**src/rtl/csr_file_pkg.sv**
```systemverilog
// ============================================================================
//  Module      : csr_file_pkg
//  Description : CSR address map, mstatus bit positions and shared helpers.
//  Revision    : 1.0 - initial release
// ============================================================================
`default_nettype none

package csr_file_pkg;

    localparam logic [31:0] CSR_ADDR_NONE      = 32'hFFFF_FFFF;

    localparam logic [11:0] CSR_ADDR_MSTATUS   = 12'h300;
    localparam logic [11:0] CSR_ADDR_MISA      = 12'h301;
    localparam logic [11:0] CSR_ADDR_MIE       = 12'h304;
    localparam logic [11:0] CSR_ADDR_MTVEC     = 12'h305;
    localparam logic [11:0] CSR_ADDR_MSCRATCH  = 12'h340;
    localparam logic [11:0] CSR_ADDR_MEPC      = 12'h341;
    localparam logic [11:0] CSR_ADDR_MCAUSE    = 12'h342;
    localparam logic [11:0] CSR_ADDR_MTVAL     = 12'h343;
    localparam logic [11:0] CSR_ADDR_MIP       = 12'h344;
    localparam logic [11:0] CSR_ADDR_MCYCLE    = 12'hB00;
    localparam logic [11:0] CSR_ADDR_MINSTRET  = 12'hB02;
    localparam logic [11:0] CSR_ADDR_MCYCLEH   = 12'hB80;
    localparam logic [11:0] CSR_ADDR_MINSTRETH = 12'hB82;
    localparam logic [11:0] CSR_ADDR_CYCLE     = 12'hC00;
    localparam logic [11:0] CSR_ADDR_INSTRET   = 12'hC02;
    localparam logic [11:0] CSR_ADDR_CYCLEH    = 12'hC80;
    localparam logic [11:0] CSR_ADDR_INSTRETH  = 12'hC82;
    localparam logic [11:0] CSR_ADDR_MHARTID   = 12'hF14;

    localparam int MSTATUS_MIE_BIT  = 3;
    localparam int MSTATUS_MPIE_BIT = 7;

    // Clear the two low bits of a pc-like value (direct-mode / word alignment).
    function automatic logic [31:0] align4(input logic [31:0] v);
        return v & 32'hFFFF_FFFC;
    endfunction

endpackage : csr_file_pkg

`default_nettype wire

```
**src/rtl/csr_counter64.sv**
```systemverilog
// ============================================================================
//  Module      : csr_counter64
//  Description : 64-bit counter with increment enable and per-half write port.
//  Revision    : 1.0 - initial release
// ============================================================================
`default_nettype none

module csr_counter64 (
    input  logic        clk,
    input  logic        rst,
    input  logic        inc_i,
    input  logic        wr_lo_i,
    input  logic        wr_hi_i,
    input  logic [31:0] wdata_i,
    output logic [63:0] count_o
);

    logic [63:0] cnt_q;
    logic [63:0] cnt_d;

    // A software write replaces one half and suppresses that cycle's increment.
    always_comb begin
        cnt_d = cnt_q;
        if (wr_lo_i) begin
            cnt_d[31:0] = wdata_i;
        end else if (wr_hi_i) begin
            cnt_d[63:32] = wdata_i;
        end else if (inc_i) begin
            cnt_d = cnt_q + 64'd1;
        end
    end

    always_ff @(posedge clk) begin
        if (rst) begin
            cnt_q <= 64'd0;
        end else begin
            cnt_q <= cnt_d;
        end
    end

    assign count_o = cnt_q;

endmodule : csr_counter64

`default_nettype wire

```
**src/rtl/csr_file.sv**
```systemverilog
// ============================================================================
//  Module      : csr_file
//  Description : Machine-mode CSR file: trap state, counters, combinational read.
//  Revision    : 1.0 - initial release
// ============================================================================
`default_nettype none

module csr_file
    import csr_file_pkg::*;
#(
    parameter logic [31:0] HART_ID  = 32'd0,
    parameter logic [31:0] MISA_VAL = 32'h4000_0100
) (
    input  logic        clk,
    input  logic        rst,
    input  logic [31:0] csr_addr,
    input  logic [31:0] csr_wdata,
    input  logic        csr_wb,
    input  logic [31:0] pc,
    input  logic        trap,
    input  logic        mret,
    input  logic        retire,
    output logic [31:0] csr_rdata,
    output logic [31:0] mtvec_out,
    output logic [31:0] mepc_out,
    output logic        mie_out
);

    logic        w_addr_ok;
    logic [11:0] w_a;
    logic        w_we;

    logic        mstatus_mie_q,  mstatus_mie_d;
    logic        mstatus_mpie_q, mstatus_mpie_d;
    logic [31:0] mie_q,      mie_d;
    logic [31:0] mtvec_q,    mtvec_d;
    logic [31:0] mscratch_q, mscratch_d;
    logic [31:0] mepc_q,     mepc_d;
    logic [31:0] mcause_q,   mcause_d;
    logic [31:0] mtval_q,    mtval_d;

    logic [63:0] w_mcycle;
    logic [63:0] w_minstret;
    logic [31:0] w_mstatus;

    assign w_addr_ok = (csr_addr[31:12] == 20'd0);
    assign w_a       = csr_addr[11:0];
    assign w_we      = csr_wb && w_addr_ok;

    always_comb begin
        w_mstatus                   = 32'd0;
        w_mstatus[MSTATUS_MIE_BIT]  = mstatus_mie_q;
        w_mstatus[MSTATUS_MPIE_BIT] = mstatus_mpie_q;
    end

    // Priority on mstatus: trap, then mret, then software write.
    always_comb begin
        mstatus_mie_d  = mstatus_mie_q;
        mstatus_mpie_d = mstatus_mpie_q;
        mie_d          = mie_q;
        mtvec_d        = mtvec_q;
        mscratch_d     = mscratch_q;
        mepc_d         = mepc_q;
        mcause_d       = mcause_q;
        mtval_d        = mtval_q;

        if (w_we) begin
            case (w_a)
                CSR_ADDR_MSTATUS: begin
                    mstatus_mie_d  = csr_wdata[MSTATUS_MIE_BIT];
                    mstatus_mpie_d = csr_wdata[MSTATUS_MPIE_BIT];
                end
                CSR_ADDR_MIE:      mie_d      = csr_wdata;
                CSR_ADDR_MTVEC:    mtvec_d    = align4(csr_wdata);
                CSR_ADDR_MSCRATCH: mscratch_d = csr_wdata;
                CSR_ADDR_MEPC:     mepc_d     = align4(csr_wdata);
                CSR_ADDR_MCAUSE:   mcause_d   = csr_wdata;
                CSR_ADDR_MTVAL:    mtval_d    = csr_wdata;
                default: ;
            endcase
        end

        if (trap) begin
            mepc_d         = align4(pc);
            mstatus_mpie_d = mstatus_mie_q;
            mstatus_mie_d  = 1'b0;
        end else if (mret) begin
            mstatus_mie_d  = mstatus_mpie_q;
            mstatus_mpie_d = 1'b1;
        end
    end

    always_ff @(posedge clk) begin
        if (rst) begin
            mstatus_mie_q  <= 1'b0;
            mstatus_mpie_q <= 1'b0;
            mie_q          <= 32'd0;
            mtvec_q        <= 32'd0;
            mscratch_q     <= 32'd0;
            mepc_q         <= 32'd0;
            mcause_q       <= 32'd0;
            mtval_q        <= 32'd0;
        end else begin
            mstatus_mie_q  <= mstatus_mie_d;
            mstatus_mpie_q <= mstatus_mpie_d;
            mie_q          <= mie_d;
            mtvec_q        <= mtvec_d;
            mscratch_q     <= mscratch_d;
            mepc_q         <= mepc_d;
            mcause_q       <= mcause_d;
            mtval_q        <= mtval_d;
        end
    end

    // Only the machine-mode addresses are writable; user mirrors are read-only.
    csr_counter64 u_mcycle (
        .clk     (clk),
        .rst     (rst),
        .inc_i   (1'b1),
        .wr_lo_i (w_we && (w_a == CSR_ADDR_MCYCLE)),
        .wr_hi_i (w_we && (w_a == CSR_ADDR_MCYCLEH)),
        .wdata_i (csr_wdata),
        .count_o (w_mcycle)
    );

    csr_counter64 u_minstret (
        .clk     (clk),
        .rst     (rst),
        .inc_i   (retire),
        .wr_lo_i (w_we && (w_a == CSR_ADDR_MINSTRET)),
        .wr_hi_i (w_we && (w_a == CSR_ADDR_MINSTRETH)),
        .wdata_i (csr_wdata),
        .count_o (w_minstret)
    );

    always_comb begin
        csr_rdata = 32'd0;
        if (w_addr_ok) begin
            case (w_a)
                CSR_ADDR_MSTATUS:   csr_rdata = w_mstatus;
                CSR_ADDR_MISA:      csr_rdata = MISA_VAL;
                CSR_ADDR_MIE:       csr_rdata = mie_q;
                CSR_ADDR_MTVEC:     csr_rdata = mtvec_q;
                CSR_ADDR_MSCRATCH:  csr_rdata = mscratch_q;
                CSR_ADDR_MEPC:      csr_rdata = mepc_q;
                CSR_ADDR_MCAUSE:    csr_rdata = mcause_q;
                CSR_ADDR_MTVAL:     csr_rdata = mtval_q;
                CSR_ADDR_MIP:       csr_rdata = 32'd0;
                CSR_ADDR_MCYCLE,
                CSR_ADDR_CYCLE:     csr_rdata = w_mcycle[31:0];
                CSR_ADDR_MCYCLEH,
                CSR_ADDR_CYCLEH:    csr_rdata = w_mcycle[63:32];
                CSR_ADDR_MINSTRET,
                CSR_ADDR_INSTRET:   csr_rdata = w_minstret[31:0];
                CSR_ADDR_MINSTRETH,
                CSR_ADDR_INSTRETH:  csr_rdata = w_minstret[63:32];
                CSR_ADDR_MHARTID:   csr_rdata = HART_ID;
                default:            csr_rdata = 32'd0;
            endcase
        end
    end

    assign mtvec_out = mtvec_q;
    assign mepc_out  = mepc_q;
    assign mie_out   = mstatus_mie_q;

endmodule : csr_file

`default_nettype wire

```
**config.mk**
```make
export PLATFORM = sky130hd
export DESIGN_NAME = csr_file
export DESIGN_NICKNAME = d
export VERILOG_FILES = /design/src/rtl/csr_file_pkg.sv /design/src/rtl/csr_counter64.sv /design/src/rtl/csr_file.sv
export SDC_FILE = /design/constraint.sdc
export NUM_CORES = 1
export LEC_CHECK = 0
export CAP_MARGIN = 20
export CORE_ASPECT_RATIO = 1.1
export CORE_MARGIN = 2
export CORE_UTILIZATION = 45
export CTS_BUF_LIST = sky130_fd_sc_hd__clkbuf_4
export DETAILED_ROUTE_END_ITERATION = 12
export GPL_TIMING_DRIVEN = 1
export PLACE_DENSITY = 0.66
export REMOVE_ABC_BUFFERS = 1
export SLEW_MARGIN = 15
export SYNTH_ARGS = -nofsm -noshare
export SYNTH_HDL_FRONTEND = slang
export SYNTH_SLANG_ARGS = --single-unit
```
**constraint.sdc**
```tcl
create_clock -name clk -period 7.2 [get_ports clk]
set_clock_uncertainty 0.05 [all_clocks]
set_input_delay 1.44 -clock clk [delete_from_list [all_inputs] [get_ports clk]]
set_output_delay 1.44 -clock clk [all_outputs]
set_load 0.01 [all_outputs]
```
==> After elaboration in Yosys (flattened, before gate mapping) <==
Cells that the tools add are included.
{ "totals": {"register_bits": 318, "input_bits": 102, "out_inout_bits": 97, "wordCells": 81} }
{ "classes": {"n_addsub": 2, "eq_ne": 18, "mux": 19, "bitwise_logic": 1, "n_reduce_logical": 29} }
{ "ops": {"columns": ["cell", "count"], "rows": [
  ["32-bit one-hot mux with 12 select lines", 1],
  ["32-bit 2-to-1 mux", 10],
  ["64-bit by 1-bit adder with 64-bit output (second input constant)", 2],
  ["12-bit by 10-bit == test with 1-bit output (second input constant)", 8],
  ["12-bit == test (second input constant)", 8],
  ["64-bit 2-to-1 mux", 1],
  ["20-bit logical NOT", 1],
  ["2-bit AND reduction", 10],
  ["2-bit nonzero test", 6],
  ["2-bit OR reduction", 5],
  ["1-bit 2-to-1 mux", 7],
  ["3-bit nonzero test", 2],
  ["1-bit logical AND", 5],
  ["2-bit by 1-bit inequality test with 1-bit output (second input constant)", 2],
  ["1-bit NOT", 1]
]} }

==> Logic depth before layout (Yosys ltp) <==
Gate-level depths: netlist of the first run.
{ "logic_depth": {"depth_word": 5, "mapped_depth": 11, "depth_no_buf": 7} }

==> Modules after synthesis <==
A second synthesis of the first run with hierarchy kept.
{ "unflattened": {"cells_unflattened": 2472, "hier_area_um2": 18604.1} }
{ "by_module_without_submodules": {"columns": ["module", "instances", "cells_each", "area_per_inst_um2", "seq_area_each_um2"], "rows": [
  ["csr_file", 1, 1318, 9918.3, 3803.6],
  ["csr_counter64", 2, 577, 4342.9, 1281.2]
]} }

==> Worst setup path after synthesis of the first run <==
OpenSTA, ideal clock, no wires.
{ "synth_timing": {"path_type": "input port to output port", "start": "input csr_addr[6]", "end": "output csr_rdata[9]", "arrival_ns": 3.717, "required_time_ns": 5.710, "slack_ns": 1.993, "stages": 9, "path_buffers": 4, "cell_sequence": "buf_2 -> or4_1 -> buf_2 -> or3_1 -> buf_2 -> nor4b_4 -> buf_4 -> a222oi_1 -> a41oi_1"} }
{ "synth_between": {"elab_chain_len": 4, "elab_cells_between_ends": 22, "cone_classes": "eq/ne: 16; mux: 2; reduce/logical: 4"} }
{ "synth_lines": {"columns": ["element", "line", "source"], "rows": [
  ["from (decl)", "csr_file.sv:16", "input logic [31:0] csr_addr,"],
  ["12-bit == test", "csr_file.sv:139", "case (w_a)"],
  ["2-bit OR reduction", "csr_file.sv:139", null],
  ["32-bit one-hot mux with 12 select lines (*)", "csr_file.sv:139", null],
  ["32-bit 2-to-1 mux (*)", "csr_file.sv:138", "if (w_addr_ok) begin"],
  ["to (decl)", "csr_file.sv:23", "output logic [31:0] csr_rdata,"]
]} }
Every way passes the cells marked *; elsewhere a longest branch is shown, timed or not.

==> Final worst setup path of the first run <==
{ "layout_timing": {"start": "input csr_addr[3]", "end": "output csr_rdata[1]"} }
The elaborated chain is that of the path after synthesis.

==> impl_metrics.json, run 1 <==
{
  "status": "finished, final reports clean",
  "fillers": 3805,
  "rr_startpoint": "u_mcycle.count_o[0]$_SDFFE_PP0P_",
  "place_ws_ns": 0.626,
  "slew_viol_final": 0,
  "hold_path_depth": 2,
  "start_util": 0.454,
  "setup_viol": 0,
  "multiInputGateArea_um2": 10400,
  "drtIter0Drc": 2463,
  "crit_required_ns": 5.71,
  "slew_headroom": 0.216,
  "p_total_w": 0.00373,
  "place.detailed.hpwl_um": 52200,
  "crit_top_cell": "clkdlybuf4s50_1",
  "rows": 76,
  "h-tree-depth": 3,
  "worstPathCellList": "clkdlybuf4s50_1, or4_1, a2111oi_4, buf_4, a222oi_1, a31oi_1, clkdlybuf4s50_1",
  "yosysWarningCount": 0,
  "ioPinCount": 199,
  "grt_pass1_vias": 18500,
  "finalSetupTns_ns": 0,
  "drc_errors": 0,
  "cts_resized": 0,
  "worstSkewPairLatency_ns": 0.79,
  "postCtsHoldBufs": 0,
  "path_buf_inv": 3,
  "num_vias": 19900,
  "syn_area_um2": 17700,
  "max_stage_delay_ns": 0.67,
  "die-height_um": 212,
  "post_cts_buffers": 0,
  "antenna_found_initial": 4,
  "power_density_nw_per_um2": 177,
  "rsz0062_at_grt": "no",
  "cts_tree": "yes",
  "tightest_slew_ns": 1.15,
  "r2r_slack_ns": 3.72,
  "fmax_mhz": 150,
  "min_period_over_period": 0.927,
  "finalNetCount": 2600,
  "p_leak_nw": 6.64,
  "layout-drive-gt1-share": 0.106,
  "timing.rr.end": "u_mcycle.count_o[42]$_SDFFE_PP0N_",
  "fp.coreArea_um2": 39000,
  "avgSynthCellArea_um2": 7.49,
  "drv_cap": 0,
  "layout_setup_ws_ns": 0.524,
  "ir_drop_mv": 0.138,
  "reg2reg_depth": 7,
  "grt_overflow": 0,
  "synthArstFlopShare": 0,
  "clockBufferDepth": 3,
  "dr.pass1.iters": 9,
  "slowest_stage": "or4_1",
  "final-seq-area_um2": 6370,
  "cts_sinks": 318,
  "ys.flop_type": "dfxtp_1",
  "synthDistinctLibCells": 83,
  "dieArea_um2": 40900,
  "drtAntennaViolNets": 0,
  "die_w_um": 193,
  "clk_pin_slew_ns": 0.05,
  "ys_seq_area_frac": 0.360,
  "cp-start-kind": "input pin",
  "gp_congestion": 1.04,
  "crit_type": "in2out",
  "crit_path_end_kind": "primary output",
  "grt_first_pass_wirelength_um": 112000,
  "routed_via_density": 6.50,
  "hp-class": "reg2reg",
  "crit_family": "buffers and inverters",
  "grt_usage": 0.362,
  "min_from": "mcause_q[26]$_SDFFE_PP0P_",
  "holdPathEnd": "mcause_q[26]$_SDFFE_PP0P_",
  "hold_viol": 0,
  "finalWirelength_um": 75300,
  "min_period_ns": 6.68,
  "cts_made_buffers": 87,
  "io_buffers": 192,
  "synth_edf_count": 0,
  "cp_max_fo": 21,
  "grt_max_degree": 118,
  "yosys_register_bits": 318,
  "cts_root_buf": "clkbuf_4",
  "crit_arrival_ns": 5.19,
  "syn_inst": 2361,
  "timing.hold.ws_ns": 0.401,
  "wl_per_cell_um": 24.6,
  "syn2layout_area_growth_pct": 19.3
}
-- cells in the mapped netlist, drive strengths merged (32+ instances only) --
master | instances | area (um2)
a22oi | 60 | 450
nand3 | 72 | 360
buf | 32 | 185
clkbuf | 188 | 706
and3 | 45 | 282
o21ai | 105 | 526
nand4 | 51 | 319
nor2 | 124 | 465
dfxtp | 318 | 6370
nor3 | 61 | 310
a22o | 34 | 298
nor4 | 45 | 328
mux2i | 44 | 440
nand2 | 468 | 1760
and2 | 37 | 231
a21oi | 284 | 1430
a31oi | 50 | 313
-- flip-flops by register name, summed over array words and instances, names as in the netlist --
| register | count |
|---|---|
| mstatus_mpie_q | 1 |
| u_mcycle.count_o | 64 |
| mepc_out | 30 |
| mscratch_q | 32 |
| mtval_q | 32 |
| mtvec_out | 30 |
| mie_out | 1 |
| mie_q | 32 |
| mcause_q | 32 |
| u_minstret.count_o | 64 |
-- routing by layer --
layer  part of all wire  GRT usage
met1               0.40      0.467
met2               0.44      0.555
met3              0.096     0.0743
met4              0.062      0.216
met5            0.00017          0
-- report_power, final --
part           internal (W)  switching [W]
Combinational      0.000105       0.000164
Sequential          0.00177      0.0000195
Clock              0.000856       0.000814
-- through the flow --
step                 util  instance area [um2]  instances
detailed placement  0.512                20000       2912
CTS                 0.540                21100       3061
global route        0.541                21100       3064
floorplan               -                16800       2144
global placement    0.512                20000       2912
finish              0.541                21100       3065
-- logic make-up (layout without fill, tap and decap cells) --
logic type      Yosys count  count (layout)  share of synthesized area
simple gates            979             979                      0.264
compound gates          716             716                      0.262
flops                   318             318                      0.360
buf+inv                 246             438                     0.0559
mux                      75              75                     0.0447
xor+xnor                 24              24                     0.0119
fa+ha+maj                 2               2                    0.00142
other cells               1               6                   0.000212
-- worst max path at each step --
| stage | startpoint | end | slack, ns | depth (start not counted) |
|---|---|---|---|---|
| after floorplan | csr_addr[0] | csr_rdata[18] | 0.49 | 6 |
| after global placement | csr_addr[6] | csr_rdata[1] | 0.65 | 8 |
| after detailed placement | csr_addr[6] | csr_rdata[1] | 0.63 | 8 |
| after CTS | csr_addr[6] | csr_rdata[1] | 0.62 | 8 |
| after global routing | csr_addr[6] | csr_rdata[1] | 0.55 | 8 |
| final | csr_addr[3] | csr_rdata[1] | 0.52 | 7 |
-- worst reg2reg max path, cell delays in order, from the launching register on --
cell,delay (ns)
dfxtp_1,0.54
ha_1,0.29
nand3_1,0.20
or4_1,0.80
nor4_2,0.60
nand3_1,0.18
or4b_2,0.62
a21oi_1,0.13
-- layout by cell type (no fill, tap or decap), types with 57 or more instances in the layout --
master           instances
a22oi_1                 60
o21ai_0                103
nor2_1                 124
buf_4                   68
clkbuf_4               124
clkdlybuf4s50_1        190
nand3_1                 72
dfxtp_1                318
nand2_1                468
nor3_1                  57
a21oi_1                283
-- cell type report --
type,instances,share of cell area
clock buffers,123,0.0438
inverters,26,0.00463
diodes,2,0.000237
well taps,507,0.0301
repair buffers,263,0.117
flip-flops and latches,318,0.302
multi-input cells,1800,0.494
clock inverters,26,0.00807
Power figures use the tool's default switching activity.
==> inputs of run 2 (changes only) <==
SKIP_LAST_GASP = 1   (was unset)
==> results of run 2 <==
The final DEF is identical to that of run 1; final timing and power are the same.
